File: config.mk
export PLATFORM = sky130hd
export DESIGN_NAME = ram_dp_param_flat
export DESIGN_NICKNAME = d
export VERILOG_FILES = /design/src/rtl/ram_dp_param_pkg.sv /design/src/rtl/ram_dp_param_if.sv /design/src/rtl/ram_core_array.sv /design/src/rtl/ram_dp_param.sv /design/src/flat_wrapper.sv
export SDC_FILE = /design/constraint.sdc
export NUM_CORES = 1
export LEC_CHECK = 0
export ABC_AREA = 1
export CAP_MARGIN = 40
export CORE_UTILIZATION = 53
export CTS_CLUSTER_SIZE = 14
export DETAILED_ROUTE_END_ITERATION = 12
export PLACE_DENSITY = 0.78
export RECOVER_POWER = 100
export SLEW_MARGIN = 10
export SYNTH_ARGS = -nofsm -noshare
export SYNTH_HDL_FRONTEND = slang
export SYNTH_SLANG_ARGS = --single-unit
File: constraint.sdc
create_clock -name clk -period 1.6 [get_ports clk]
set_input_delay 0.24 -clock clk [delete_from_list [all_inputs] [get_ports clk]]
set_output_delay 0.24 -clock clk [all_outputs]
set_load 0.01 [all_outputs]
File: src/rtl/ram_dp_param_pkg.sv
// Shared types and constants for the parametrised dual-port RAM.
package ram_dp_param_pkg;

  typedef enum logic {
    ST_INIT = 1'b0,
    ST_RUN  = 1'b1
  } state_t;

  localparam int unsigned RD_LAT_MIN = 1;
  localparam int unsigned RD_LAT_MAX = 2;

  function automatic bit rd_lat_legal(input int unsigned lat);
    return (lat >= RD_LAT_MIN) && (lat <= RD_LAT_MAX);
  endfunction

endpackage

File: src/rtl/ram_dp_param_if.sv
// Request/response bundle of the dual-port RAM; master drives requests, slave is the RAM.
interface ram_dp_param_if #(
  parameter int unsigned DATA_W = 4,
  parameter int unsigned ADDR_W = 2
);
  logic              clr;
  logic              wr_en;
  logic [ADDR_W-1:0] wr_addr;
  logic [DATA_W-1:0] wr_data;
  logic              rd_en;
  logic [ADDR_W-1:0] rd_addr;
  logic [DATA_W-1:0] rd_data;
  logic              rd_valid;
  logic              ready;
  logic              busy_drop;

  modport master (
    output clr, wr_en, wr_addr, wr_data, rd_en, rd_addr,
    input  rd_data, rd_valid, ready, busy_drop
  );

  modport slave (
    input  clr, wr_en, wr_addr, wr_data, rd_en, rd_addr,
    output rd_data, rd_valid, ready, busy_drop
  );
endinterface

File: src/rtl/ram_core_array.sv
// Reset-free storage: one write port and one registered read port, block-RAM inferable.
module ram_core_array #(
  parameter int unsigned DATA_W = 4,
  parameter int unsigned ADDR_W = 2
) (
  input  logic              clk,
  input  logic              we,
  input  logic [ADDR_W-1:0] waddr,
  input  logic [DATA_W-1:0] wdata,
  input  logic              re,
  input  logic [ADDR_W-1:0] raddr,
  output logic [DATA_W-1:0] rdata
);
  localparam int unsigned DEPTH = 1 << ADDR_W;

  logic [DATA_W-1:0] mem [DEPTH];

  // Read samples the pre-write content on a same-address collision.
  always_ff @(posedge clk) begin
    if (we) mem[waddr] <= wdata;
    if (re) rdata <= mem[raddr];
  end
endmodule

File: src/rtl/ram_dp_param.sv
// Simple-dual-port RAM with post-reset init sweep, ready/valid, selectable latency and collision policy.
module ram_dp_param
  import ram_dp_param_pkg::*;
#(
  parameter int unsigned        DATA_W   = 4,
  parameter int unsigned        ADDR_W   = 2,
  parameter int unsigned        RD_LAT   = 1,
  parameter int unsigned        WR_FIRST = 1,
  parameter logic [DATA_W-1:0]  INIT_VAL = '0
) (
  input  logic          clk,
  input  logic          rst_n,
  ram_dp_param_if.slave bus
);
  localparam int unsigned DEPTH = 1 << ADDR_W;
  localparam int unsigned CNT_W = ADDR_W + 1;
  localparam bit          LAT2  = rd_lat_legal(RD_LAT) && (RD_LAT == RD_LAT_MAX);

  state_t           state_q, state_d;
  logic [CNT_W-1:0] cnt_q, cnt_d;
  logic             ready_q, ready_d;
  logic             busy_q, busy_d;

  logic              wr_go, rd_go, byp_hit;
  logic              arr_we;
  logic [ADDR_W-1:0] arr_waddr;
  logic [DATA_W-1:0] arr_wdata, arr_rdata, s1_data;
  logic              v1_q, byp_q;
  logic [DATA_W-1:0] byp_data_q;

  // Control state register.
  always_ff @(posedge clk or negedge rst_n) begin
    if (!rst_n) begin
      state_q <= ST_INIT;
      cnt_q   <= '0;
      ready_q <= 1'b0;
      busy_q  <= 1'b0;
    end else begin
      state_q <= state_d;
      cnt_q   <= cnt_d;
      ready_q <= ready_d;
      busy_q  <= busy_d;
    end
  end

  // Next state: sweep DEPTH words, then serve requests until clr.
  always_comb begin
    state_d = state_q;
    cnt_d   = cnt_q;
    case (state_q)
      ST_INIT: begin
        if (bus.clr) begin
          cnt_d = '0;
        end else if (cnt_q == CNT_W'(DEPTH - 1)) begin
          state_d = ST_RUN;
          cnt_d   = '0;
        end else begin
          cnt_d = cnt_q + CNT_W'(1);
        end
      end
      ST_RUN: begin
        if (bus.clr) begin
          state_d = ST_INIT;
          cnt_d   = '0;
        end
      end
      default: begin
        state_d = ST_INIT;
        cnt_d   = '0;
      end
    endcase
    ready_d = (state_d == ST_RUN);
    busy_d  = (bus.wr_en | bus.rd_en) & ~ready_q;
  end

  // A read that coincides with clr is discarded so rd_data is left untouched.
  assign wr_go   = ready_q & bus.wr_en;
  assign rd_go   = ready_q & bus.rd_en & ~bus.clr;
  assign byp_hit = (WR_FIRST != 0) && wr_go && rd_go && (bus.wr_addr == bus.rd_addr);

  assign arr_we    = (state_q == ST_INIT) | wr_go;
  assign arr_waddr = (state_q == ST_INIT) ? cnt_q[ADDR_W-1:0] : bus.wr_addr;
  assign arr_wdata = (state_q == ST_INIT) ? INIT_VAL : bus.wr_data;

  ram_core_array #(
    .DATA_W (DATA_W),
    .ADDR_W (ADDR_W)
  ) u_array (
    .clk   (clk),
    .we    (arr_we),
    .waddr (arr_waddr),
    .wdata (arr_wdata),
    .re    (rd_go),
    .raddr (bus.rd_addr),
    .rdata (arr_rdata)
  );

  // First read stage: valid flag and write-first bypass capture.
  always_ff @(posedge clk or negedge rst_n) begin
    if (!rst_n) begin
      v1_q       <= 1'b0;
      byp_q      <= 1'b0;
      byp_data_q <= '0;
    end else begin
      v1_q <= rd_go;
      if (rd_go) begin
        byp_q      <= byp_hit;
        byp_data_q <= bus.wr_data;
      end
    end
  end

  assign s1_data = byp_q ? byp_data_q : arr_rdata;

  if (LAT2) begin : gen_lat2
    logic              v2_q;
    logic [DATA_W-1:0] rd_q;

    always_ff @(posedge clk or negedge rst_n) begin
      if (!rst_n) begin
        v2_q <= 1'b0;
        rd_q <= '0;
      end else begin
        v2_q <= v1_q & ~bus.clr;
        if (v1_q & ~bus.clr) rd_q <= s1_data;
      end
    end

    assign bus.rd_data  = rd_q;
    assign bus.rd_valid = v2_q;
  end else begin : gen_lat1
    // The array read register has no reset, so mask it until the first read lands.
    logic have_q;

    always_ff @(posedge clk or negedge rst_n) begin
      if (!rst_n)     have_q <= 1'b0;
      else if (rd_go) have_q <= 1'b1;
    end

    assign bus.rd_data  = have_q ? s1_data : '0;
    assign bus.rd_valid = v1_q;
  end

  assign bus.ready     = ready_q;
  assign bus.busy_drop = busy_q;
endmodule

File: src/flat_wrapper.sv
// flat-port wrapper written by rule: the top's interface ports become plain ports
module ram_dp_param_flat import ram_dp_param_pkg::*;
#(
  parameter int unsigned        DATA_W   = 4,
  parameter int unsigned        ADDR_W   = 2,
  parameter int unsigned        RD_LAT   = 1,
  parameter int unsigned        WR_FIRST = 1,
  parameter logic [DATA_W-1:0]  INIT_VAL = '0
)
  (clk, rst_n, bus_clr, bus_wr_en, bus_wr_addr, bus_wr_data, bus_rd_en, bus_rd_addr, bus_rd_data, bus_rd_valid, bus_ready, bus_busy_drop);
  ram_dp_param_if #(.DATA_W(DATA_W), .ADDR_W(ADDR_W)) bus_i ();
  input  logic clk;
  input  logic rst_n;
  input wire logic [$bits(bus_i.clr)-1:0] bus_clr;
  input wire logic [$bits(bus_i.wr_en)-1:0] bus_wr_en;
  input wire logic [$bits(bus_i.wr_addr)-1:0] bus_wr_addr;
  input wire logic [$bits(bus_i.wr_data)-1:0] bus_wr_data;
  input wire logic [$bits(bus_i.rd_en)-1:0] bus_rd_en;
  input wire logic [$bits(bus_i.rd_addr)-1:0] bus_rd_addr;
  output wire logic [$bits(bus_i.rd_data)-1:0] bus_rd_data;
  output wire logic [$bits(bus_i.rd_valid)-1:0] bus_rd_valid;
  output wire logic [$bits(bus_i.ready)-1:0] bus_ready;
  output wire logic [$bits(bus_i.busy_drop)-1:0] bus_busy_drop;
  assign bus_i.clr = bus_clr;
  assign bus_i.wr_en = bus_wr_en;
  assign bus_i.wr_addr = bus_wr_addr;
  assign bus_i.wr_data = bus_wr_data;
  assign bus_i.rd_en = bus_rd_en;
  assign bus_i.rd_addr = bus_rd_addr;
  assign bus_rd_data = bus_i.rd_data;
  assign bus_rd_valid = bus_i.rd_valid;
  assign bus_ready = bus_i.ready;
  assign bus_busy_drop = bus_i.busy_drop;
  ram_dp_param #(.DATA_W(DATA_W), .ADDR_W(ADDR_W), .RD_LAT(RD_LAT), .WR_FIRST(WR_FIRST), .INIT_VAL(INIT_VAL)) u_core (.clk(clk), .rst_n(rst_n), .bus(bus_i));
endmodule
# Yosys cells after proc, flatten, opt, wreduce, memory -nomap -nowiden
# Memories as Yosys holds them, arrays and structs flattened. A register that Yosys moved wholly into a read port is not among the register bits.
# Index checks and enable logic that the tools add are counted.
# Widths: inputs -> output; s select.
[totals] output_inout_bits=7 ff_bits=12 ram_bits=16 inputBits=13 word_cells=36 mem_count=1
[memory_table] name="u_core.u_array.mem" words=4 word_bits=4 rd=1 rd_clocked_by_memory_dff=1 write_ports=1 line="ram_core_array.sv:16" source="logic [DATA_W-1:0] mem [DEPTH];"
[op_classes] n_reduce_logical=2 n_eq_ne=3 mux=14 n_addsub=1 n_bitwise=8
[op_table] cell="$mux 4" n=3
[op_table] cell="$mux 3" n=3
[op_table] cell="$pmux 3 s2" n=1
[op_table] cell="$mux 1" n=5
[op_table] cell="$and 1x1->1" n=4
[op_table] cell="$add 3x1->3 const B" n=1
[op_table] cell="$eq 3x2->1 const B" n=1
[op_table] cell="$eq 2x2->1" n=1
[op_table] cell="$logic_and 1x1->1" n=2
[op_table] cell="$mux 2" n=1
[op_table] cell="$ne 2x2->1 const B" n=1
[op_table] cell="$not 1->1" n=2
[op_table] cell="$or 1x1->1" n=2
[op_table] cell="$pmux 1 s2" n=1

# Depth between registers and ports, before layout
# Gate-level depths: netlist of run 1.
[depth] word_depth=4 mapped_depth=7 mapped_depth_nobuf=6

# Cells and area by module
# From an unflattened synthesis of run 1, not the netlist that was laid out.
[hier_totals] hier_cells=157 hier_area_um2=1445.1
[modules_own_cells] module="ram_core_array" instances=1 cells_each=74 seq_area_each_um2=600.6 area_per_inst_um2=828.3
[modules_own_cells] module="ram_dp_param" instances=1 cells_each=83 seq_area_each_um2=300.3 area_per_inst_um2=616.8

# Worst setup path before layout of run 1
# No wires, ideal clock.
[synth_path] path_type="register to register" start="register u_core.state_q" end="memory u_core.u_array.mem[1][0] (enable)" path_buffers=1 setup_ns=0.329 period_less_slack_ns=1.322 required_ns=1.271 stages_incl_launch_ff=5 arrival_time_ns=0.993 setup_slack_ns=0.278 path_cell_list="dfrtp_1 > buf_6 > o21ai_2 > inv_1 > nor2_1"
[synth_via] elab_chain_len=4 word_cells_on_any_way=6 classes_between="mux (3); bitwise (3)"
[synth_lines] item="from (decl)" line="ram_dp_param.sv:19" source="state_t state_q, state_d;"
[synth_lines] item="from (signal assigned)" line="ram_dp_param.sv:39" source="state_q <= state_d;"
[synth_lines] item="$and 1x1->1 or $not 1->1 (tied branches)"
[synth_lines] item="$or 1x1->1" line="ram_dp_param.sv:81" source="assign arr_we = (state_q == ST_INIT) | wr_go;"
[synth_lines] item="$mux 1" line="ram_core_array.sv:20" source="if (we) mem[waddr] <= wdata;"
[synth_lines] item="$mux 1 (implied by the code)" line="ram_core_array.sv:20"
[synth_lines] item="to (decl)" line="ram_core_array.sv:16"
# Parallel ways exist; a longest one is shown, timed or not.

# Final worst setup path of run 1
[layout_path] start="register u_core.v1_q, in the netlist u_core.bus.rd_valid" end="output port bus_rd_valid"
[layout_rtl] item="from (decl)" line="ram_dp_param.sv:28" source="logic v1_q, byp_q;"
[layout_rtl] item="from (signal assigned)" line="ram_dp_param.sv:105" source="v1_q <= rd_go;"
[layout_rtl] item="to (decl)" line="flat_wrapper.sv:21" source="output wire logic [$bits(bus_i.rd_valid)-1:0] bus_rd_valid;"
# No word-level cell between the ends.

==> results by group, run 1 <==
Drt
  • DRC: 0
  • WL per Instance: 12.6 um
  • Post-route ant nets: 0
  • Vias: 1017
  • DRT Pass-1 Iters: 4
  • DR vias/cell: 5.01
  • Final wirelength: 2550 um
  • Initial DRC Count: 20

Placement
  • Placer Congestion: 0.862
  • Port bufs: 19
  • Placed insts: 193
  • Placed Instance Area: 1650 um2
  • Detail Placement HPWL: 1850 um

GRT
  • Total track usage: 21.1%
  • Antenna violations before repair: 0
  • First-pass GRT wire length: 4030 um
  • Number of global-route vias before repair: 961
  • Grt total ovfl: 0
  • Pin count of the biggest net entering global routing: 19

Clock tree
  • Clock Root Buffer: clkbuf_4
  • Total CTS buffers: 5
  • Clk_lat worst skew: 0.33 ns
  • CTS tree: built
  • Hold_buf cts: 0
  • Longest Clk Path Bufs: 2
  • H-Tree Level Count: 2
  • Clock Pin Slew Worst Setup and Hold Paths: 0.10 ns
  • CTS sink cnt: 32

Floorplanning
  • Die H: 54.1 um
  • Die W: 54.1 um
  • # IOs: 20
  • Initial Utilization: 57.0%
  • Die area: 2930 um2
  • Core area: 2520 um2
  • Rows: 18

Run
  • MaxCap Viol Count: 0

Synth
  • Seq/Total Area, Yosys: 62.6%
  • Asr flop ratio synth: 37.5%
  • Synth cell count leaders: nand2_1 (37), inv_1 (22), edfxtp_1 (20), nor2_1 (17), dfrtp_1 (12)
  • #FFs+latches synth: 32
  • Most frequent cell after synthesis: nand2_1
  • Number of synthesized flops with an enable pin: 20
  • Mapped Area: 1440 um2
  • Post-synth top area cell: edfxtp_1
  • Avg Cell Area, Syn: 9.99 um2
  • Ranking of synthesized cells by area: edfxtp_1 (42%), dfrtp_1 (21%), nand2_1 (9.7%), inv_1 (5.7%), nor2_1 (4.4%)
  • Top-area cell type share of the netlist area: 41.7%
  • Synth cell types: 18
  • Ys Warns: 0
  • Post-Syn Nets: 158
  • Gate Count Post-Synth: 144
  • Post-synth top flop: edfxtp_1

Timing
  • Final setup violation count: 0
  • Worst hold margin: 0.319 ns
  • Fmax: 656 MHz
  • Worst Tran Pin Value: 0.540 ns
  • Max-slew violations: 0
  • Final hold vios: 0
  • RSZ-0062 raised after global routing: no
  • Fin crit share: 95.2%
  • Clock period minus worst slack: 1.52 ns
  • Clk_skew: 0.0115 ns
  • Relative slew slack: 63.9%

Critical path
  • Crit end category: primary output
  • Crit Path Max Fanout: 1
  • Critical path's slowest cell: dlygate4sd3_1
  • CP cell instances: dlygate4sd3_1
  • WP data arrival: 1.28 ns
  • Critical setup path kind: flip-flop to primary output
  • Worst setup SP type: flip-flop
  • Worst Path Required: 1.36 ns
  • Critical path's largest stage delay: 0.59 ns
  • CP Launch Point: u_core.bus.rd_valid
  • Top delay family on crit path: buffers and inverters
  • CP Buf/Inv Count: 1
  • R2r startpoint: u_core.state_q

Power and ir drop
  • Clk pwr share: 27.5%
  • Leak: 0.799 nW
  • Psw: 0.582 mW
  • Worst vdd ir: 1.02 mV
  • Sequential Power Share: 52.6%
  • Logic pwr share: 19.9%
  • Tot Pwr: 2.14 mW
  • Pwr dens: 1250 nW/um2
  • Sw frac: 27.2%
  • Internal: 1.55 mW

Finish
  • Fin util: 67.9%
  • Diode count: 0
  • Synth-to-Final Area Change: 19.0%
  • Final #Nets: 186
  • Finished Cell Area: 1710 um2
  • Layout Cells excl Fill: 203
  • Layout cell share with drive strength beyond 1: 14.5%

Hold path
  • Worst min path class: input port to async pin

Run status
  • Status: finished clean
[repair_timing]
| action | 4_1_cts | 5_1_grt |
|---|---|---|
| hold endpoints to repair | 0 | 0 |
| setup endpoints to repair | 5 | 7 |
| gates resized for setup | 10 | 10 |
| setup buffers | 2 | 0 |
[placed cells by master, fill, tap and decap left out]
cell and n:
a211oi_1 1, a21oi_1 6, buf_4 5, bufinv_16 1, clkbuf_1 1, clkbuf_2 5, clkbuf_4 5, clkdlybuf4s50_1 11
clkinv_2 1, dfrtp_1 10, dfrtp_2 2, dlygate4sd2_1 1, dlygate4sd3_1 4, edfxtp_1 20, ha_1 1, inv_1 21
inv_2 2, inv_4 1, nand2_1 37, nand3_1 3, nor2_1 16, nor2_2 1, o211ai_1 5, o21ai_0 8
o21ai_1 2, o21ai_2 2, or2_1 1
[cells by family after synthesis]
group | Yosys count | share of synthesized area [%]
AO/OA/AOI/OAI | 24 | 10.0
adder cells (fa/ha/maj) | 1 | 0.869
buffers and inverters | 29 | 10.1
flip-flops | 32 | 62.6
AND/OR/NAND/NOR | 58 | 16.4
[layer usage]
metal  GRT usage, %  wire [um]  vias up
met5              0          0        -
met4           13.2         80        0
met3           8.19        151        7
met2           33.1       1200       25
met1           24.0       1120      468
li1               -          -      517
[state kept, by name, summed over array words and instances, names as in the netlist]
| name | flops |
|---|---|
| u_core.byp_q | 1 |
| u_core.byp_data_q | 4 |
| u_core.bus.rd_valid | 1 |
| u_core.cnt_q | 3 |
| u_core.u_array.mem | 16 |
| u_core.state_q | 1 |
| u_core.bus.busy_drop | 1 |
| u_core.u_array.rdata | 4 |
| u_core.gen_lat1.have_q | 1 |
[cell type report]
cell class / instances / area (um2)
well taps: 30 / 37.5
multi-input cells: 83 / 382
repair buffers: 26 / 221
clock buffers: 6 / 41.3
fillers: 202 / 810
inverters: 24 / 92.6
clock inverters: 2 / 35.0
flip-flops and latches: 32 / 903
[path summary, 6_finish.rpt]
| kind | cells past startpoint | end | slack (ns) |
|---|---|---|---|
| max reg2reg | 5 | u_core.u_array.mem[1][0] | 0.13 |
| max | 1 | bus_rd_valid | 0.08 |
| min | 1 | u_core.byp_data_q[1] | 0.32 |
| max in group asynchronous | 1 | u_core.state_q | 0.89 |
| min in group clk | 3 | u_core.byp_data_q[0] | 0.49 |
| min reg2reg | 2 | u_core.byp_data_q[3] | 0.50 |
[metrics by stage]
stage                     worst slack, ns  TNS [ns]
after global placement             0.0178         0
after detailed placement          -0.0187   -0.0876
after global routing               0.0189         0
after floorplan                     0.278         0
final                              0.0762         0
after CTS                         -0.0133   -0.0133
[power by group through the flow]
| stage | sequential, mW | clock (mW) | combinational [mW] |
|---|---|---|---|
| after global routing | 1.14 | 0.633 | 0.486 |
| after global placement | 1.14 | 0 | 0.430 |
| after CTS | 1.12 | 0.606 | 0.442 |
| after floorplan | 1.12 | 0 | 0.266 |
| after detailed placement | 1.14 | 0 | 0.442 |
| final | 1.12 | 0.588 | 0.424 |
No activity file was read; power rests on OpenSTA's default activity.
==> run 2, diff against run 1 <==
- RECOVER_POWER: 100 -> default
==> run 2 against run 1 <==
Non-clock buffer count unchanged; register-to-register slack improved by 0.02 ns; via count down 0.49%.
==> results by group, run 2 (synthesized netlist as in run 1, its figures left out) <==
Run status
  • Status: finished clean (unchanged)

GRT
  • Antenna violations before repair: 0 (unchanged)
  • Pin count of the biggest net entering global routing: 19 (unchanged)
  • Grt total ovfl: 0 (unchanged)
  • Total track usage: 21.1% (unchanged)
  • First-pass GRT wire length: 4030 um (unchanged)
  • Number of global-route vias before repair: 961 (unchanged)

Critical path
  • Critical setup path kind: flip-flop to primary output (unchanged)
  • Crit Path Max Fanout: 2 (was 1)
  • CP Launch Point: u_core.state_q (was u_core.bus.rd_valid)
  • Worst setup SP type: flip-flop (unchanged)
  • CP cell instances: clkdlybuf4s50_1 (was dlygate4sd3_1)
  • R2r startpoint: u_core.state_q (unchanged)
  • Top delay family on crit path: buffers and inverters (unchanged)
  • Critical path's slowest cell: clkdlybuf4s50_1 (was dlygate4sd3_1)
  • Critical path depth: 1 (unchanged)
  • Critical path's largest stage delay: 0.53 ns (was 0.59 ns)
  • Critical R2R Capture: u_core.u_array.mem[1][0] (unchanged)
  • Crit path to: bus_ready (was bus_rd_valid)
  • WP data arrival: 1.24 ns (was 1.28 ns)
  • Worst Path Required: 1.36 ns (about the same)
  • CP Buf/Inv Count: 1 (unchanged)
  • Crit end category: primary output (unchanged)
  • R2r setup slk: 0.15 ns (was 0.13 ns)
  • Reg2Reg Depth: 5 (unchanged)

Hold path
  • Worst min path class: input port to async pin (unchanged)

Floorplanning
  • Die W: 54.1 um (unchanged)
  • # IOs: 20 (unchanged)
  • Die area: 2930 um2 (unchanged)
  • Initial Utilization: 57.0% (unchanged)
  • Rows: 18 (unchanged)
  • Die H: 54.1 um (unchanged)
  • Core area: 2520 um2 (unchanged)

Placement
  • Placed insts: 193 (unchanged)
  • DP Worst Slack: -0.0187 ns (unchanged)
  • Placer Congestion: 0.862 (unchanged)
  • Port bufs: 19 (unchanged)
  • Detail Placement HPWL: 1850 um (unchanged)
  • Placed Instance Area: 1650 um2 (unchanged)

Drt
  • DRT Pass-1 Iters: 4 (unchanged)
  • Vias: 1012 (was 1017)
  • WL per Instance: 12.5 um (was 12.6 um)
  • Post-route ant nets: 0 (unchanged)
  • DRC: 0 (unchanged)
  • Initial DRC Count: 11 (was 20)
  • Final wirelength: 2530 um (was 2550 um)
  • DR vias/cell: 4.99 (was 5.01)

Power and ir drop
  • Leak: 0.801 nW (was 0.799 nW)
  • Pwr dens: 1240 nW/um2 (was 1250 nW/um2)
  • Worst vdd ir: 1.02 mV (about the same)

Clock tree
  • Total CTS buffers: 5 (unchanged)
  • Longest Clk Path Bufs: 2 (unchanged)
  • H-Tree Level Count: 2 (unchanged)
  • Clk_lat worst skew: 0.33 ns (about the same)
  • CTS tree: built (unchanged)
  • Clock Root Buffer: clkbuf_4 (unchanged)
  • CTS sink cnt: 32 (unchanged)
  • Clock Pin Slew Worst Setup and Hold Paths: 0.10 ns (about the same)

Finish
  • Fin util: 69.1% (was 67.9%)
  • Filler instances: 194 (was 202)
  • Synth-to-Final Area Change: 21.1% (was 19.0%)
  • Commonest cells after routing, fill and taps aside: nand2_1 (37), inv_1 (21), edfxtp_1 (20) (unchanged)
  • Layout Cells excl Fill: 203 (unchanged)
  • Most common cell after layout, fill and taps aside: nand2_1 (unchanged)
  • Layout cell share with drive strength beyond 1: 16.8% (was 14.5%)
  • Finished Cell Area: 1740 um2 (was 1710 um2)
  • Max reg flops: 16 (unchanged)
  • Diode count: 0 (unchanged)
  • Regs by FF count: u_core.u_array.mem x16, u_core.byp_data_q x4, u_core.u_array.rdata x4 (unchanged)
  • Register with the most flip-flops: u_core.u_array.mem (unchanged)
  • Final #Nets: 186 (unchanged)

Timing
  • Setup TNS: 0 ns (unchanged)
  • Clk_skew: 0.0113 ns (was 0.0115 ns)
  • Relative slew slack: 64.2% (was 63.9%)
  • Worst Tran Pin Value: 0.535 ns (was 0.540 ns)
  • Final hold vios: 0 (unchanged)
  • Final setup violation count: 0 (unchanged)
  • Crit path setup slack, layout: 0.120 ns (was 0.0762 ns)
  • Clock period minus worst slack: 1.48 ns (was 1.52 ns)
  • Max-slew violations: 0 (unchanged)
  • Fin crit share: 92.5% (was 95.2%)
  • RSZ-0062 raised after global routing: no (unchanged)
  • Fmax: 676 MHz (was 656 MHz)

Run
  • MaxCap Viol Count: 0 (unchanged)
-- run 2: cell count changes in the layout (fill, tap and decap cells not counted), moves of 2 or more --
cell	change
buf_4	+2
clkdlybuf4s50_1	+4
dlygate4sd3_1	-4
o21ai_1	-2
clkbuf_2	-2
o21ai_2	+2
-- run 2: worst min path at each step --
stage,from,end,cells past startpoint,slack [ns]
final,rst_n,u_core.byp_data_q[1],1,0.25
after CTS,rst_n,u_core.cnt_q[2],1,0.25
after floorplan,rst_n,u_core.bus.busy_drop,0,-0.06
after global routing,rst_n,u_core.byp_data_q[1],1,0.27
after detailed placement,u_core.byp_data_q[3],u_core.byp_data_q[3],2,0.47
after global placement,u_core.byp_data_q[1],u_core.byp_data_q[1],2,0.47
-- run 2: final cells by class --
| cell class | count | area [um2] | area share (%) |
|---|---|---|---|
| well taps | 30 | 37.5 | 2.15 |
| clock inverters | 2 | 35.0 | 2.01 |
| multi-input cells | 83 | 407 | 23.3 |
| flip-flops and latches | 32 | 903 | 51.8 |
| repair buffers | 26 | 226 | 13.0 |
| inverters | 24 | 92.6 | 5.31 |
| clock buffers | 6 | 41.3 | 2.37 |
-- run 2: stage by stage --
| step | power [mW] | hold WS (ns) |
|---|---|---|
| final | 2.16 | 0.249 |
| after global routing | 2.28 | 0.268 |
| after floorplan | 1.38 | -0.0556 |
| after global placement | 1.57 | 0.467 |
| after CTS | 2.17 | 0.251 |
| after detailed placement | 1.58 | 0.473 |
-- run 2: what timing repair did --
item / CTS / global route
endpoints found under the hold margin: 0 / 0
setup buffers: 2 / 0
hold buffers: 0 / 0
endpoints found under the setup margin: 5 / 7
gates resized for setup: 10 / 10
-- run 2: per-layer routing --
layer  global-route usage (%)  part of all wire [%]  up-vias
li1                         -                     -      518
met1                     24.0                    44      464
met2                     33.1                    47       21
met3                     8.19                   5.4        9
met4                     13.2                   3.4        0
met5                        0                     0        -
-- run 2: power by group --
group          internal (mW)  leakage, nW  total (mW)  switching (mW)
Sequential              1.05        0.344        1.13          0.0796
Combinational          0.193        0.416       0.444           0.251
Clock                  0.327       0.0422       0.588           0.261
==> run 3, diff against run 2 <==
- ABC_CLOCK_PERIOD_IN_PS: default -> 1600
- CORE_UTILIZATION: 53 -> 40
- PLACE_DENSITY: 0.78 -> default
- SETUP_SLACK_MARGIN: default -> 0.05
==> run 3 against run 2 <==
Combinational power hardly changed; core utilization is 17 points lower; power is 1.1% lower; via count is 1.3% lower.
==> results by group, run 3 (synthesized netlist as in run 1, its figures left out) <==
Run status
  • Status: finished clean (unchanged)

Timing
  • Final setup violation count: 0 (unchanged)
  • Max-slew violations: 0 (unchanged)
  • Fmax: 670 MHz (was 676 MHz)
  • Setup TNS: 0 ns (unchanged)
  • Clk_skew: 0.00349 ns (was 0.0113 ns)
  • Clock period minus worst slack: 1.49 ns (was 1.48 ns)
  • Worst hold margin: 0.273 ns (was 0.249 ns)
  • Relative slew slack: 62.3% (was 64.2%)
  • Fin crit share: 93.3% (was 92.5%)
  • RSZ-0062 raised after global routing: yes (was no)
  • Final hold vios: 0 (unchanged)
  • Worst Tran Pin Value: 0.563 ns (was 0.535 ns)

Finish
  • Final #Nets: 187 (was 186)
  • Synth-to-Final Area Change: 21.9% (was 21.1%)
  • Commonest cells after routing, fill and taps aside: nand2_1 (37), inv_1 (21), edfxtp_1 (20) (unchanged)
  • Fin util: 51.8% (was 69.1%)
  • Max reg flops: 16 (unchanged)
  • Regs by FF count: u_core.u_array.mem x16, u_core.byp_data_q x4, u_core.u_array.rdata x4 (unchanged)
  • Layout Cells excl Fill: 220 (was 203)
  • Layout cell share with drive strength beyond 1: 13.8% (was 16.8%)
  • Most common cell after layout, fill and taps aside: nand2_1 (unchanged)
  • Register with the most flip-flops: u_core.u_array.mem (unchanged)
  • Diode count: 0 (unchanged)

GRT
  • Grt total ovfl: 0 (unchanged)
  • Routing usage on met1: 17.4% (was 24.0%)
  • Antenna violations before repair: 0 (unchanged)
  • Met3 Usage GRT: 6.21% (was 8.19%)
  • GR peak layer: met2 (unchanged)
  • First-pass GRT wire length: 4090 um (was 4030 um)
  • Total track usage: 16.0% (was 21.1%)
  • M2 GR Usage: 27.7% (was 33.1%)
  • Number of global-route vias before repair: 933 (was 961)
  • Pin count of the biggest net entering global routing: 19 (unchanged)

Floorplanning
  • Die area: 3840 um2 (was 2930 um2)
  • Initial Utilization: 42.5% (was 57.0%)
  • Die W: 62.0 um (was 54.1 um)
  • # IOs: 20 (unchanged)
  • Die H: 62.0 um (was 54.1 um)
  • Rows: 21 (was 18)
  • Core area: 3390 um2 (was 2520 um2)

Power and ir drop
  • Pwr dens: 1220 nW/um2 (was 1240 nW/um2)
  • Logic pwr share: 20.9% (was 20.5%)
  • Worst vdd ir: 0.617 mV (was 1.02 mV)
  • Clk pwr share: 26.8% (was 27.2%)
  • Sequential Power Share: 52.4% (was 52.2%)
  • Leak: 0.803 nW (was 0.801 nW)
  • Tot Pwr: 2.14 mW (was 2.16 mW)
  • Sw frac: 26.8% (was 27.4%)
  • Psw: 0.573 mW (was 0.592 mW)
  • Internal: 1.56 mW (was 1.57 mW)

Placement
  • Detail Placement HPWL: 1910 um (was 1850 um)
  • Port bufs: 19 (unchanged)
  • Placer Congestion: 0.733 (was 0.862)
  • Placed insts: 209 (was 193)

Hold path
  • Worst min path class: input port to async pin (unchanged)

Drt
  • Vias: 999 (was 1012)
  • Post-route ant nets: 0 (unchanged)
  • DR vias/cell: 4.54 (was 4.99)
  • DRT Pass-1 Iters: 4 (unchanged)
  • Initial DRC Count: 44 (was 11)
  • WL per Instance: 11.5 um (was 12.5 um)
  • Final wirelength: 2530 um (unchanged)
  • DRC: 0 (unchanged)

Critical path
  • Crit end category: primary output (unchanged)
  • Worst setup SP type: flip-flop (unchanged)
  • Crit Path Max Fanout: 4 (was 2)
  • Reg2Reg Depth: 4 (was 5)
  • Critical setup path kind: flip-flop to primary output (unchanged)
  • Worst Path Required: 1.36 ns (about the same)
  • WP data arrival: 1.25 ns (was 1.24 ns)

Clock tree
  • Clock Pin Slew Worst Setup and Hold Paths: 0.09 ns (was 0.10 ns)
  • Total CTS buffers: 5 (unchanged)
  • Clk_lat worst skew: 0.32 ns (was 0.33 ns)
  • H-Tree Level Count: 2 (unchanged)
  • CTS sink cnt: 32 (unchanged)
  • Clock Root Buffer: clkbuf_4 (unchanged)
  • CTS tree: built (unchanged)
  • Longest Clk Path Bufs: 2 (unchanged)

Run
  • MaxCap Viol Count: 0 (unchanged)
==> run 3: cell count changes in the layout (fill, tap and decap cells not counted) <==
| cell | previous run | this run |
|---|---|---|
| o21ai_2 | 4 | 1 |
| clkbuf_2 | 3 | 2 |
| buf_2 | 0 | 1 |
| clkinv_2 | 1 | 0 |
| buf_4 | 7 | 8 |
| clkbuf_1 | 1 | 0 |
| dfrtp_2 | 2 | 1 |
| nor2_1 | 16 | 17 |
| dfrtp_1 | 10 | 11 |
| clkinv_1 | 0 | 2 |
| o21ai_1 | 0 | 3 |
| nor2_2 | 1 | 0 |
==> run 3: layer usage <==
layer / wire, um / vias to the layer above
li1: - / 520
met1: 1120 / 458
met2: 1270 / 17
met3: 116 / 4
met4: 21 / 0
met5: 0 / -
==> run 3: metrics by stage <==
step	cell area, um2	setup WS (ns)
2_1_floorplan	1440	0.278
3_3_place_gp	1670	0.0217
3_5_place_dp	1670	-0.00260
4_1_cts	1760	0.0495
5_1_grt	1750	0.000215
6_report	1750	0.107
==> run 3: power groups by stage <==
| stage | clock [mW] | combinational (mW) | sequential (mW) |
|---|---|---|---|
| finish | 0.572 | 0.446 | 1.12 |
| detailed placement | 0 | 0.456 | 1.14 |
| global placement | 0 | 0.446 | 1.13 |
| CTS | 0.589 | 0.460 | 1.12 |
| floorplan | 0 | 0.266 | 1.12 |
| global route | 0.627 | 0.507 | 1.13 |
==> run 3: worst paths after layout <==
check | from | to | slack (ns)
max | u_core.byp_q | bus_rd_data[0] | 0.11
min | rst_n | u_core.cnt_q[2] | 0.27
min reg2reg | u_core.byp_data_q[1] | u_core.byp_data_q[1] | 0.49
max in group asynchronous | rst_n | u_core.state_q | 0.93
min in group clk | bus_wr_data[3] | u_core.byp_data_q[3] | 0.48
max reg2reg | u_core.state_q | u_core.u_array.mem[2][0] | 0.18
==> run 3: timing repair <==
item	CTS	global route
setup endpoints to repair	5	4
hold buffers	0	0
buffers inserted	3	0
resized for setup	13	3
cloned	0	0
endpoints found under the hold margin	0	0
==> run 3: critical path: stages (launching register included) <==
cell and delay (ns):
dfrtp_1 0.43, buf_4 0.16, o21ai_0 0.14, nor2_1 0.06, buf_2 0.14
==> run 3: cell type report <==
| type | instances | area (um2) |
|---|---|---|
| multi-input combinational | 83 | 393 |
| sequential | 32 | 902 |
| clock buffer | 5 | 37.5 |
| inverter | 24 | 92.6 |
| tap | 46 | 57.6 |
| fill | 302 | 1640 |
| clock inverter | 3 | 37.5 |
| timing repair buffer | 27 | 234 |
==> edit 1, RTL diff (settings of run 2) <==
`WR_FIRST` is set to 1 in 2 places; all go to 0.
--- a/src/rtl/ram_dp_param.sv
+++ b/src/rtl/ram_dp_param.sv
@@ -5,7 +5,7 @@
   parameter int unsigned        DATA_W   = 4,
   parameter int unsigned        ADDR_W   = 2,
   parameter int unsigned        RD_LAT   = 1,
-  parameter int unsigned        WR_FIRST = 1,
+  parameter int unsigned        WR_FIRST = 0,
   parameter logic [DATA_W-1:0]  INIT_VAL = '0
 ) (
   input  logic          clk,
--- a/src/flat_wrapper.sv
+++ b/src/flat_wrapper.sv
@@ -4,7 +4,7 @@
   parameter int unsigned        DATA_W   = 4,
   parameter int unsigned        ADDR_W   = 2,
   parameter int unsigned        RD_LAT   = 1,
-  parameter int unsigned        WR_FIRST = 1,
+  parameter int unsigned        WR_FIRST = 0,
   parameter logic [DATA_W-1:0]  INIT_VAL = '0
 )
   (clk, rst_n, bus_clr, bus_wr_en, bus_wr_addr, bus_wr_data, bus_rd_en, bus_rd_addr, bus_rd_data, bus_rd_valid, bus_ready, bus_busy_drop);
Check against the original RTL: not equivalent (a bounded check fails within 10 cycles, from zero or initial values and one cycle with rst_n low).
==> edit 1 against run 2 <==
  * Combinational power hardly changed
  * Critical path depth stayed put
  * Total power is 21% lower
  * Worst setup slack worse by 0.035 ns
  * Area after synthesis is 17% lower
  * Cell area is 16% lower
  * Die area is 16% lower
  * Routed wire length is 22% lower
  * First-iteration DRC count is 27% higher
  * Sequential cell count is 5 lower
==> edit 1: results (changes against run 2) <==
run_status:
  status: "finished, final reports clean"  # unchanged
power:
  p_leak_uw: 0.000723  # was 0.000801 µW
  peakVddDrop_mv: 0.791  # was 1.02 mV
timing:
  skew_ns: 0.00358  # was 0.0113 ns
  setup_slack_ns: 0.0857  # was 0.120 ns
  worst_pin_slew_ns: 0.357  # was 0.535 ns
  worst_hold_slack_ns: 0.164  # was 0.249 ns
worst_setup_path:
  worst_r2r_path_depth: 4  # was 5
  path_max_fanout: 4  # was 2
  reg2reg_slack_ns: 0.19  # was 0.15 ns
  worst_r2r_endpoint: "u_core.u_array.mem[1][2]$_DFFE_PP_"  # was u_core.u_array.mem[1][0]$_DFFE_PP_
  arrival_ns: 1.27  # was 1.24 ns
  cpPeakStageDelay_ns: 0.55  # was 0.53 ns
grt:
  grt_pass1_vias: 798  # was 961
  met2_usage: 0.345  # was 0.331
  grt_usage: 0.186  # was 0.211
  groute.layer.met3.usage: 0.0525  # was 0.0819
  grt_max_degree: 17  # was 19
  grt_use_met1: 0.219  # was 0.240
  grt_pass1_wl_um: 3330  # was 4030 µm
layout:
  fin_nets: 163  # was 186
  final_cells: 175  # was 203
  reg_top3: "u_core.u_array.mem x16, u_core.u_array.rdata x4, u_core.cnt_q x3"  # was u_core.u_array.mem x16, u_core.byp_data_q x4, u_core.u_array.rdata x4
  drive_gt1_frac: 0.115  # was 0.168
flow_run:
  maxCapViolCount: 0  # unchanged
synthesis:
  mappedNetlistNets: 135  # was 158
  synth_edf_count: 20  # unchanged
  synth_area_leaders: "edfxtp_1 (50%), dfrtp_1 (15%), nand2_1 (11%)"  # was edfxtp_1 (42%), dfrtp_1 (21%), nand2_1 (9.7%)
  synth_common_cells: "nand2_1 (34), inv_1 (29), edfxtp_1 (20)"  # was nand2_1 (37), inv_1 (22), edfxtp_1 (20)
  ys_seq_area_frac: 0.649  # was 0.626
  yosys.cell_types.count: 15  # was 18
  synth_compound_area_frac: 0.0283  # was 0.100
  synthArstFlopShare: 0.259  # was 0.375
  synthAdderAreaFrac: 0.0105  # was 0.00870
route:
  drtIter0Drc: 14  # was 11
  wl_met3_um: 82  # was 136 µm
  dr_wl_met2_um: 1080  # was 1190 µm
  wl_met1_um: 813  # was 1120 µm
  top_layer: "met3"  # was met4
  drt_first_pass_iters: 4  # unchanged
  vias: 831  # was 1012
  routed_wirelength_um: 1980  # was 2530 µm
placement:
  dp_slack_ns: 0.0177  # was -0.0187 ns
  gp_congestion: 0.884  # was 0.862
  dp_hpwl_um: 1630  # was 1850 µm
  placedCellCount: 169  # was 193
  port_buffers: 19  # unchanged
  place_area_um2: 1430  # was 1650 µm²
cts:
  clk_pin_slew_ns: 0.14  # was 0.10 ns
  insertion_delay_ns: 0.31  # was 0.33 ns
  numCtsBuffers: 3  # was 5
  ctsResizeCount: 4  # was 10
  h-tree-depth: 1  # was 2
edit 1: cell types whose count changed in the layout (fill, tap and decap cells not counted), sizes merged, moves of 5 or more:
cell / before / now
clkbuf: 9 / 3
dfrtp: 12 / 7
inv: 24 / 29
nand3: 3 / 10
nor2: 17 / 4
o211ai: 5 / 0
o21ai: 12 / 1
edit 1: cell type report:
class / instances / area, µm²
Sequential cell: 27 / 776
Multi-Input combinational cell: 63 / 288
Clock inverter: 1 / 7.51
Fill cell: 163 / 576
Clock buffer: 3 / 22.5
Inverter: 29 / 109
Timing Repair Buffer: 25 / 230
Tap cell: 27 / 33.8
edit 1: cells by family (layout without fill, tap and decap cells):
group,Yosys count,after routing
adder cells (fa/ha/maj),1,1
AO/OA/AOI/OAI,6,6
AND/OR/NAND/NOR,56,56
flip-flops,27,27
buffers and inverters,31,58
edit 1: power by group:
part           total, µW  switching, µW  leakage [µW]  internal (µW)
Sequential           969           53.6      0.000281            915
Clock                287            192     0.0000139           95.3
Combinational        444            238      0.000428            206
==> edit 2, RTL diff (settings of run 2) <==
Without the edit above. Reset style: synchronous (`rst_n`), changed in 4 clocked blocks.
--- a/src/rtl/ram_dp_param.sv
+++ b/src/rtl/ram_dp_param.sv
@@ -29,7 +29,7 @@
   logic [DATA_W-1:0] byp_data_q;
 
   // Control state register.
-  always_ff @(posedge clk or negedge rst_n) begin
+  always_ff @(posedge clk) begin
     if (!rst_n) begin
       state_q <= ST_INIT;
       cnt_q   <= '0;
@@ -96,7 +96,7 @@
   );
 
   // First read stage: valid flag and write-first bypass capture.
-  always_ff @(posedge clk or negedge rst_n) begin
+  always_ff @(posedge clk) begin
     if (!rst_n) begin
       v1_q       <= 1'b0;
       byp_q      <= 1'b0;
@@ -116,7 +116,7 @@
     logic              v2_q;
     logic [DATA_W-1:0] rd_q;
 
-    always_ff @(posedge clk or negedge rst_n) begin
+    always_ff @(posedge clk) begin
       if (!rst_n) begin
         v2_q <= 1'b0;
         rd_q <= '0;
@@ -132,7 +132,7 @@
     // The array read register has no reset, so mask it until the first read lands.
     logic have_q;
 
-    always_ff @(posedge clk or negedge rst_n) begin
+    always_ff @(posedge clk) begin
       if (!rst_n)     have_q <= 1'b0;
       else if (rd_go) have_q <= 1'b1;
     end
Formal check against the unedited RTL: differs if rst_n is asserted again (counterexample within 4 cycles, from zero or initial values and one cycle with rst_n low); with rst_n held inactive, the same outputs for 10 cycles.
==> edit 2 against run 2 <==
  * Worst setup slack worse by 0.046 ns
  * Routed wire length up 5.2%
  * Register-to-register slack better by 0.13 ns
  * Sequential cell count unchanged
  * Cell area down 4.6%
  * Global-route usage up 2.5 points
  * Area after synthesis down 7.5%
  * Count of clock-buffer cells in the layout unchanged
  * Critical path type unchanged
Power is not compared: it rests on default switching activity, and its combinational part moved more than twofold at a synthesized area within 25%.
==> edit 2: results (changes against run 2) <==
synthesis:
  synth_common_cells: "nor2_1 (36), edfxtp_1 (20), o21ai_0 (18)"  # was nand2_1 (37), inv_1 (22), edfxtp_1 (20)
  ys_seq_area_frac: 0.632  # was 0.626
  yosys.cell_types.count: 24  # was 18
  synth_area_leaders: "edfxtp_1 (45%), dfxtp_1 (18%), nor2_1 (10%)"  # was edfxtp_1 (42%), dfrtp_1 (21%), nand2_1 (9.7%)
  synthArstFlopShare: 0  # was 0.375
  mappedNetlistNets: 149  # was 158
cts:
  numCtsBuffers: 5  # unchanged
  postCtsSetupRepairBufs: 0  # was 2
placement:
  dp_slack_ns: -0.0352  # was -0.0187 ns
  dp_hpwl_um: 2010  # was 1850 µm
  gp_congestion: 0.865  # was 0.862
worst_setup_path:
  cpMaxStageDelayCell: "clkdlybuf4s50_1"  # unchanged
  worst_r2r_path_depth: 4  # was 5
  worstSetupStartpoint: "u_core.bus.ready$_SDFF_PN0_"  # was u_core.state_q$_DFF_PN0_
  cpPeakStageDelay_ns: 0.55  # was 0.53 ns
  worst_r2r_endpoint: "u_core.u_array.mem[0][3]$_DFFE_PP_"  # was u_core.u_array.mem[1][0]$_DFFE_PP_
  arrival_ns: 1.29  # was 1.24 ns
  reg2reg_slack_ns: 0.28  # was 0.15 ns
  path_max_fanout: 8  # was 2
layout:
  fin_nets: 179  # was 186
  drive_gt1_frac: 0.151  # was 0.168
timing:
  skew_ns: 0.0127  # was 0.0113 ns
  worst_pin_slew_ns: 0.356  # was 0.535 ns
  fin_crit_sh: 0.954  # was 0.925
route:
  routed_wirelength_um: 2660  # was 2530 µm
  drt-vias-per-instance: 5.21  # was 4.99
  drtIter0Drc: 27  # was 11
  drt_first_pass_iters: 4  # unchanged
worst_hold_path:
  min_path_type: "reg -> reg"  # was in -> async
  min_path_cells: 2
  min_from: "u_core.cnt_q[2]$_SDFFE_PN0P_"
grt:
  grt_usage: 0.236  # was 0.211
  grt-ovfl-total: 0  # unchanged
  grt_pass1_vias: 966  # was 961
  grt_pass1_wl_um: 4280  # was 4030 µm
  antenna_found_initial: 0  # unchanged
  grt_max_degree: 11  # was 19
run_status:
  status: "finished, final reports clean"  # unchanged
[edit 2: cell types whose count changed in the layout (fill, tap and decap cells not counted), sizes merged, moves of 4 or more]
cell    change
dfxtp      +12
o21ai       +7
o22ai       +4
nor2       +21
dfrtp      -12
nand2      -24
o211ai      -4
inv         -9
[edit 2: repair_timing]
item / 4_1_cts / 5_1_grt
hold buffers: 0 / 0
setup endpoints to repair: 5 / 1
resized for setup: 9 / 1
hold endpoints to repair: 0 / 0
[edit 2: cells by family (layout without fill, tap and decap cells)]
logic type | after synthesis | in the layout | synth area share
AND/OR/NAND/NOR | 56 | 56 | 0.178
flip-flops | 32 | 32 | 0.632
AO/OA/AOI/OAI | 28 | 28 | 0.118
buffers and inverters | 18 | 49 | 0.0630
adder cells (fa/ha/maj) | 1 | 1 | 0.00940
[edit 2: cell type report]
type / count / area, µm²
tap: 28 / 35.0
fill: 170 / 634
inverter: 16 / 65.1
multi-input combinational: 85 / 407
timing repair buffer: 25 / 230
clock inverter: 2 / 35.0
sequential: 32 / 850
clock buffer: 6 / 41.3
[edit 2: stage by stage]
stage | instance area (µm²) | util | instances | hold WS, ns
finish | 1660 | 0.724 | 194 | 0.454
detailed placement | 1580 | 0.689 | 186 | 0.448
global route | 1660 | 0.724 | 194 | 0.492
CTS | 1660 | 0.723 | 194 | 0.462
global placement | 1580 | 0.689 | 186 | 0.430
floorplan | 1330 | - | 135 | 0.354
[edit 2: layer usage]
layer	vias to the layer above	share of wire	track usage
met2	35	0.52	0.417
met3	4	0.054	0.0965
li1	511	-	-
met1	460	0.42	0.253
met4	0	0.015	0.0721
met5	-	0	0
